--- src/rtl/execute_banner_renderer_pkg.sv ---
// Shared types and constants for the EXECUTE banner renderer.
// The ROM row stride and bitmap size live here so the ROM and the renderer agree.
package banner_pkg;

    typedef enum logic [1:0] {
        IDLE  = 2'd0,
        BLINK = 2'd1,
        HOLD  = 2'd2
    } banner_state_t;

    localparam int SPR_W  = 60;
    localparam int SPR_H  = 20;
    localparam int ADDR_W = 11;

    // Row base address; the 60-wide bitmap uses 64r - 4r so no multiplier is built.
    function automatic logic [ADDR_W-1:0] row_offset(input logic [ADDR_W-1:0] row,
                                                     input int stride);
        logic [ADDR_W-1:0] stride_v;
        stride_v = ADDR_W'(stride);
        if (stride == 60)
            return (row << 6) - (row << 2);
        else
            return row * stride_v;
    endfunction

endpackage

--- src/rtl/execute_banner_renderer_if.sv ---
// Bitmap ROM read bus: the renderer drives the address, the ROM answers combinationally.
interface execute_banner_renderer_if;

    logic [10:0] rom_addr;
    logic        rom_data;

    modport master (output rom_addr, input rom_data);
    modport slave  (input rom_addr, output rom_data);

endinterface

--- src/rtl/banner_seq_fsm.sv ---
// Frame-synchronous visibility sequencer: hidden -> blinking -> held on -> hidden.
// vis_frame only changes on a VS rising edge so the banner never tears mid-frame.
module banner_seq_fsm
    import banner_pkg::*;
#(
    parameter int BLINK_FRAMES  = 15,
    parameter int BLINK_TOGGLES = 6,
    parameter int HOLD_FRAMES   = 120
) (
    input  logic clk,
    input  logic rst_n,
    input  logic vs,
    input  logic start,
    output logic busy,
    output logic vis_frame
);

    localparam int FMAX  = (HOLD_FRAMES > BLINK_FRAMES) ? HOLD_FRAMES : BLINK_FRAMES;
    localparam int CNT_W = $clog2(FMAX + 1);
    localparam int TOG_W = $clog2(BLINK_TOGGLES + 1);

    banner_state_t    state, state_nxt;
    logic [CNT_W-1:0] frame_cnt, frame_nxt;
    logic [TOG_W-1:0] toggle_cnt, toggle_nxt;
    logic             vis, vis_nxt;
    logic             vs_q;
    logic             tick;

    // vs_q resets high so coming out of reset with VS high is not seen as an edge.
    assign tick = vs & ~vs_q;
    assign busy = (state != IDLE);

    always_ff @(posedge clk or negedge rst_n) begin
        if (!rst_n) begin
            vs_q       <= 1'b1;
            state      <= IDLE;
            frame_cnt  <= '0;
            toggle_cnt <= '0;
            vis        <= 1'b0;
            vis_frame  <= 1'b0;
        end else begin
            vs_q       <= vs;
            state      <= state_nxt;
            frame_cnt  <= frame_nxt;
            toggle_cnt <= toggle_nxt;
            vis        <= vis_nxt;
            if (tick)
                vis_frame <= vis_nxt;
        end
    end

    always_comb begin
        state_nxt  = state;
        frame_nxt  = frame_cnt;
        toggle_nxt = toggle_cnt;
        vis_nxt    = vis;
        case (state)
            IDLE: begin
                vis_nxt = 1'b0;
                if (start) begin
                    state_nxt  = BLINK;
                    frame_nxt  = '0;
                    toggle_nxt = '0;
                    vis_nxt    = 1'b1;
                end
            end
            BLINK: begin
                if (tick) begin
                    if (frame_cnt == CNT_W'(BLINK_FRAMES - 1)) begin
                        frame_nxt  = '0;
                        toggle_nxt = toggle_cnt + 1'b1;
                        vis_nxt    = ~vis;
                        if (toggle_cnt == TOG_W'(BLINK_TOGGLES - 1)) begin
                            state_nxt = HOLD;
                            vis_nxt   = 1'b1;
                        end
                    end else begin
                        frame_nxt = frame_cnt + 1'b1;
                    end
                end
            end
            HOLD: begin
                if (tick) begin
                    if (frame_cnt == CNT_W'(HOLD_FRAMES - 1)) begin
                        state_nxt = IDLE;
                        frame_nxt = '0;
                        vis_nxt   = 1'b0;
                    end else begin
                        frame_nxt = frame_cnt + 1'b1;
                    end
                end
            end
            default: begin
                state_nxt = IDLE;
                vis_nxt   = 1'b0;
            end
        endcase
    end

endmodule

--- src/rtl/execute_banner_renderer.sv ---
// Maps DrawX/DrawY into the scaled EXECUTE bitmap and emits a registered pixel/colour
// two clocks later; visibility comes from the frame-synchronous sequencer.
module execute_banner_renderer
    import banner_pkg::*;
#(
    parameter int          SPR_W         = banner_pkg::SPR_W,
    parameter int          SPR_H         = banner_pkg::SPR_H,
    parameter int          SCALE_LOG2    = 1,
    parameter int          BLINK_FRAMES  = 15,
    parameter int          BLINK_TOGGLES = 6,
    parameter int          HOLD_FRAMES   = 120,
    parameter logic [23:0] FG_COLOR      = 24'hFFFFFF
) (
    input  logic                      Clk,
    input  logic                      Reset_n,
    input  logic [9:0]                DrawX,
    input  logic [9:0]                DrawY,
    input  logic                      VS,
    input  logic [9:0]                OriginX,
    input  logic [9:0]                OriginY,
    input  logic                      start,
    execute_banner_renderer_if.master rom,
    output logic                      pixel_on,
    output logic [7:0]                Red,
    output logic [7:0]                Green,
    output logic [7:0]                Blue,
    output logic                      busy
);

    localparam logic [ADDR_W-1:0] BOX_W = ADDR_W'(SPR_W << SCALE_LOG2);
    localparam logic [ADDR_W-1:0] BOX_H = ADDR_W'(SPR_H << SCALE_LOG2);

    logic signed [ADDR_W-1:0] dx_p0, dy_p0;
    logic        [ADDR_W-1:0] dxu_p0, dyu_p0;
    logic        [ADDR_W-1:0] col_p0, row_p0, addr_p0;
    logic                     inbox_p0, inbox_p1;
    logic                     pix_p1;
    logic                     vis_frame;

    banner_seq_fsm #(
        .BLINK_FRAMES  (BLINK_FRAMES),
        .BLINK_TOGGLES (BLINK_TOGGLES),
        .HOLD_FRAMES   (HOLD_FRAMES)
    ) u_seq (
        .clk       (Clk),
        .rst_n     (Reset_n),
        .vs        (VS),
        .start     (start),
        .busy      (busy),
        .vis_frame (vis_frame)
    );

    // Stage 0: offsets, box test and bitmap address; a set bit 10 means left of / above origin.
    assign dx_p0    = $signed({1'b0, DrawX}) - $signed({1'b0, OriginX});
    assign dy_p0    = $signed({1'b0, DrawY}) - $signed({1'b0, OriginY});
    assign dxu_p0   = $unsigned(dx_p0);
    assign dyu_p0   = $unsigned(dy_p0);
    assign inbox_p0 = !dx_p0[ADDR_W-1] && !dy_p0[ADDR_W-1] &&
                      (dxu_p0 < BOX_W) && (dyu_p0 < BOX_H);
    assign col_p0   = dxu_p0 >> SCALE_LOG2;
    assign row_p0   = dyu_p0 >> SCALE_LOG2;
    assign addr_p0  = row_offset(row_p0, SPR_W) + col_p0;

    // Stage 1: ROM address and box flag registered.
    always_ff @(posedge Clk or negedge Reset_n) begin
        if (!Reset_n) begin
            rom.rom_addr <= '0;
            inbox_p1     <= 1'b0;
        end else begin
            rom.rom_addr <= inbox_p0 ? addr_p0 : '0;
            inbox_p1     <= inbox_p0;
        end
    end

    assign pix_p1 = inbox_p1 & rom.rom_data & vis_frame;

    // Stage 2: foreground flag and colour registered together.
    always_ff @(posedge Clk or negedge Reset_n) begin
        if (!Reset_n) begin
            pixel_on            <= 1'b0;
            {Red, Green, Blue}  <= 24'h0;
        end else begin
            pixel_on            <= pix_p1;
            {Red, Green, Blue}  <= pix_p1 ? FG_COLOR : 24'h0;
        end
    end

endmodule
--- src/flat_wrapper.sv ---
// flat-port wrapper written by rule: the top's interface ports become plain ports
module execute_banner_renderer_flat import banner_pkg::*;
#(
    parameter int          SPR_W         = banner_pkg::SPR_W,
    parameter int          SPR_H         = banner_pkg::SPR_H,
    parameter int          SCALE_LOG2    = 1,
    parameter int          BLINK_FRAMES  = 15,
    parameter int          BLINK_TOGGLES = 6,
    parameter int          HOLD_FRAMES   = 120,
    parameter logic [23:0] FG_COLOR      = 24'hFFFFFF
)
  (Clk, Reset_n, DrawX, DrawY, VS, OriginX, OriginY, start, pixel_on, Red, Green, Blue, busy, rom_rom_addr, rom_rom_data);
  execute_banner_renderer_if rom_i ();
  input  logic Clk;
  input  logic Reset_n;
  input  logic [9:0] DrawX;
  input  logic [9:0] DrawY;
  input  logic VS;
  input  logic [9:0] OriginX;
  input  logic [9:0] OriginY;
  input  logic start;
  output logic pixel_on;
  output logic [7:0] Red;
  output logic [7:0] Green;
  output logic [7:0] Blue;
  output logic busy;
  output wire logic [$bits(rom_i.rom_addr)-1:0] rom_rom_addr;
  input wire logic [$bits(rom_i.rom_data)-1:0] rom_rom_data;
  assign rom_rom_addr = rom_i.rom_addr;
  assign rom_i.rom_data = rom_rom_data;
  execute_banner_renderer #(.SPR_W(SPR_W), .SPR_H(SPR_H), .SCALE_LOG2(SCALE_LOG2), .BLINK_FRAMES(BLINK_FRAMES), .BLINK_TOGGLES(BLINK_TOGGLES), .HOLD_FRAMES(HOLD_FRAMES), .FG_COLOR(FG_COLOR)) u_core (.Clk(Clk), .Reset_n(Reset_n), .DrawX(DrawX), .DrawY(DrawY), .VS(VS), .OriginX(OriginX), .OriginY(OriginY), .start(start), .rom(rom_i), .pixel_on(pixel_on), .Red(Red), .Green(Green), .Blue(Blue), .busy(busy));
endmodule
--- config.mk ---
export PLATFORM = sky130hd
export DESIGN_NAME = execute_banner_renderer_flat
export DESIGN_NICKNAME = d
export VERILOG_FILES = /design/src/rtl/execute_banner_renderer_pkg.sv /design/src/rtl/execute_banner_renderer_if.sv /design/src/rtl/banner_seq_fsm.sv /design/src/rtl/execute_banner_renderer.sv /design/src/flat_wrapper.sv
export SDC_FILE = /design/constraint.sdc
export NUM_CORES = 1
export LEC_CHECK = 0
export CORE_UTILIZATION = 54
export CTS_CLUSTER_SIZE = 8
export DETAILED_ROUTE_END_ITERATION = 10
export PLACE_DENSITY = 0.88
export SLEW_MARGIN = 20
export SYNTH_ARGS = -nofsm -noshare
export SYNTH_HDL_FRONTEND = slang
export SYNTH_SLANG_ARGS = --single-unit
--- constraint.sdc ---
create_clock -name Clk -period 5.6 [get_ports Clk]
set_clock_uncertainty 0.2 [all_clocks]
set_input_delay 1.12 -clock Clk [delete_from_list [all_inputs] [get_ports Clk]]
set_output_delay 1.12 -clock Clk [all_outputs]
set_load 0.01 [all_outputs]
==> impl_metrics.csv <==
group,metric,value,unit
outcome,outcome,"completed",
clock_tree,postCtsHoldBufs,0,
final_layout,nNetsFinal,513,
power_and_ir_drop,ir_drop,0.145,mV
sta,rsz0062_at_grt,"no",
global_route,grt_pass1_vias,2522,
worst_setup_path,crit_slowest_cell,"fa_1",
worst_setup_path,r2r_start,"u_core.u_seq.state[1]$_DFFE_PN0P_",
floorplan,ios,82,
floorplan,die_x,77.8,um
final_layout,antenna_cells,0,
power_and_ir_drop,power.switching,0.438,mW
worst_setup_path,cp-start-kind,"input pin",
place,place_inst,491,
place,gpl.final_weighted_congestion,0.879,
worst_setup_path,crit_start,"DrawX[0]",
sta,period_minus_slack,4.97,ns
synthesis,syn_nets,455,
floorplan,fp.dieH,77.8,um
sta,finalSetupViolations,0,
drt,vias,2811,
clock_tree,cts_buffer_depth,2,
worst_setup_path,crit_chain,"clkdlybuf4s50_1, nand2b_1, fa_1, a211o_1, a31oi_1, o21ai_2, a21o_1, a21o_1, fa_1, inv_1, ha_1, and3_1, a211oi_1, xnor2_1, nor3_1",
synthesis,synth_fa_ha_area_share,19.2,%
power_and_ir_drop,comb_power_share,64.1,%
place,hpwl,5150,um
synthesis,ys_warn_count,0,
synthesis,synth_top_cell_area_share,21.8,%
power_and_ir_drop,p_per_area,259,mW/mm^2
sta,tightestPinTransition,0.619,ns
floorplan,die_area,0.00606,mm^2
synthesis,ys_ff_latch,28,
worst_setup_path,reg2reg_slack,3.15,ns
clock_tree,clk_pin_slew_worst_paths,0.09,ns
place,pre_cts_ws,0.354,ns
power_and_ir_drop,p_int,0.562,mW
drt,drcViolationCount,0,
sta,drv_slew,0,
synthesis,synthMuxAreaShare,0.645,%
worst_setup_path,path_class,"in2reg",
global_route,antenna_found_initial,0,
synthesis,synthTopCellsByCount,"inv_1, ha_1, o21ai_0",
final_layout,drive_gt1_share,5.67,%
place,port-buffer-count,81,
global_route,grt_max_degree,29,
synthesis,synthCells,366,
clock_tree,ctsResizeCount,0,
clock_tree,cts_root_buf,"clkbuf_8",
final_layout,area_growth,24.4,%
synthesis,yosys.area.top_type,"dfrtp_1",
run,maxCapViolCount,0,
drt,post_drt_wl_per_cell,12.9,um
floorplan,initial_utilization,56.1,%
synthesis,ys.flop_type,"dfrtp_1",
synthesis,seq_area_frac_synth,22.6,%
hold_path,min_from,"u_core.inbox_p1$_DFF_PN0_",
worst_setup_path,critPathCaptureType,"flip-flop",
worst_setup_path,crit_required,5.55,ns
floorplan,rows,27,
clock_tree,numCtsBuffers,3,
hold_path,hold_path_class,"reg2reg",
clock_tree,clk_latency,0.28,ns
synthesis,synthSimpleGateAreaFrac,18.3,%
drt,drt_iter0_markers,92,
global_route,grt_pass1_wl,10600,um
drt,ant_nets,0,
worst_setup_path,worstPathArrival,4.92,ns
synthesis,synth_top_family_by_area,"compound AO/OA/AOI/OAI gates",
power_and_ir_drop,clkPwrFrac,12.5,%
sta,slew_headroom,58.7,%
clock_tree,cts_sinks,28,
global_route,grt_usage,21.2,%
power_and_ir_drop,p_seq_share,23.4,%
floorplan,core-area,0.00554,mm^2
worst_setup_path,slowest_delay,0.53,ns
synthesis,synthTopCellsByArea,"dfrtp_1, ha_1, buf_4",
drt,viasPerCell,5.68,
global_route,grt.overflow.total,0,
sta,timing.fmax,201,MHz
synthesis,synth.distinct_cells,55,
synthesis,synthArstFlopShare,100,%
drt,dr.pass1.iters,4,
sta,period_share,88.8,%
drt,routed_wl,6390,um
synthesis,synth_edf_count,0,
final_layout,stdcell_count,495,
final_layout,post-route-util,69.7,%
final_layout,fillers,452,
synthesis,synth_compound_area_share,21.1,%
worst_setup_path,worst-path-max-fanout,3,
clock_tree,cts_tree,"built",
power_and_ir_drop,leakage,1.77,nW
synthesis,yosysMostFrequentCell,"inv_1",
clock_tree,cts_setup_buffers,0,
synthesis,syn_avg_cell_area,8.48,um^2
sta,fin_tns_setup,0,ns
synthesis,netlist_area,0.00311,mm^2
clock_tree,h-tree-depth,1,
synthesis,synth_xor_area_share,6.45,%
power_and_ir_drop,p_sw_share,43.8,%
sta,setup_slack,0.630,ns
sta,whs,0.302,ns
sta,hold_viol,0,
==> worst max-delay path: cells and delay by family <==
family	cells	cell delay (ns)
compound gates	6	1.41
fa+ha+maj	3	1.31
simple gates	3	0.47
buf+inv	2	0.45
xor+xnor	1	0.15
==> registers in the layout (all words and copies together), names as in the netlist <==
register	flops
u_core.rom.rom_addr	11
u_core.u_seq.frame_cnt	7
u_core.u_seq.toggle_cnt	3
u_core.u_seq.state	2
u_core.Blue	1
u_core.inbox_p1	1
u_core.u_seq.vis	1
u_core.u_seq.vis_frame	1
u_core.u_seq.vs_q	1
==> worst paths after layout <==
check,endpoint,cells past startpoint
min in group asynchronous,u_core.u_seq.vis_frame$_DFFE_PN0P_,2
setup / recovery,u_core.rom.rom_addr[10]$_DFF_PN0_,15
setup reg to reg,u_core.u_seq.frame_cnt[5]$_DFFE_PN0P_,8
hold reg to reg,u_core.Blue[6]$_DFF_PN0_,1
hold / removal,u_core.Blue[6]$_DFF_PN0_,1
max in group asynchronous,u_core.u_seq.vs_q$_DFF_PN1_,2
==> stage by stage <==
| step | cell area, um^2 | power, mW |
|---|---|---|
| floorplan | 3110 | 0.721 |
| global placement | 3810 | 0.835 |
| detailed placement | 3810 | 0.866 |
| CTS | 3860 | 0.996 |
| global route | 3860 | 1.08 |
| finish | 3860 | 0.999 |
==> layer usage <==
metal	vias up	wire length, um	track usage [%]
li1	1376	-	-
met1	1337	2660	23.6
met2	88	3420	41.2
met3	10	226	2.24
met4	0	73	6.79
met5	-	0	0
==> power groups by stage <==
stage          Sequential, mW  Clock (mW)  Combinational (mW)
3_3_place_gp            0.236           0               0.599
5_1_grt                 0.237       0.134               0.709
6_report                0.234       0.124               0.641
3_5_place_dp            0.237           0               0.629
4_1_cts                 0.233       0.128               0.634
2_1_floorplan           0.233           0               0.488
==> cells by family (layout without fill, tap and decap cells) <==
family | count (synthesis) | in the layout
AOI/OAI and AO/OA | 96 | 96
xor gates and xnor gates | 22 | 22
adders and majority gates | 44 | 44
buffers and inverters | 70 | 127
DFF | 28 | 28
muxes | 2 | 2
and+or+nand+nor | 104 | 104
==> layout make-up <==
class	instances	area [um^2]	area share, %
inverters	40	150	3.89
repair buffers	83	826	21.4
flip-flops and latches	28	702	18.2
well taps	72	90.1	2.33
clock buffers	4	55.1	1.42
multi-input cells	268	2040	52.8
==> cell usage in the layout (no fill, tap or decap), types with 4 or more instances in the layout <==
cell type and instances:
o31ai_1 5, nor3_1 9, dfrtp_1 27, a31oi_1 7, fa_1 6, a21oi_1 15
clkbuf_8 4, xnor2_1 12, inv_1 40, and3_1 5, a21o_1 10, xor2_1 9
ha_1 38, a211o_1 4, nand2_1 23, nor2_1 23, nor3_2 9, nor2b_1 6
nand2b_1 6, clkdlybuf4s50_1 81, o21ai_0 28, nand3_1 8
Note: power is estimated with default switching activity, not from simulation.
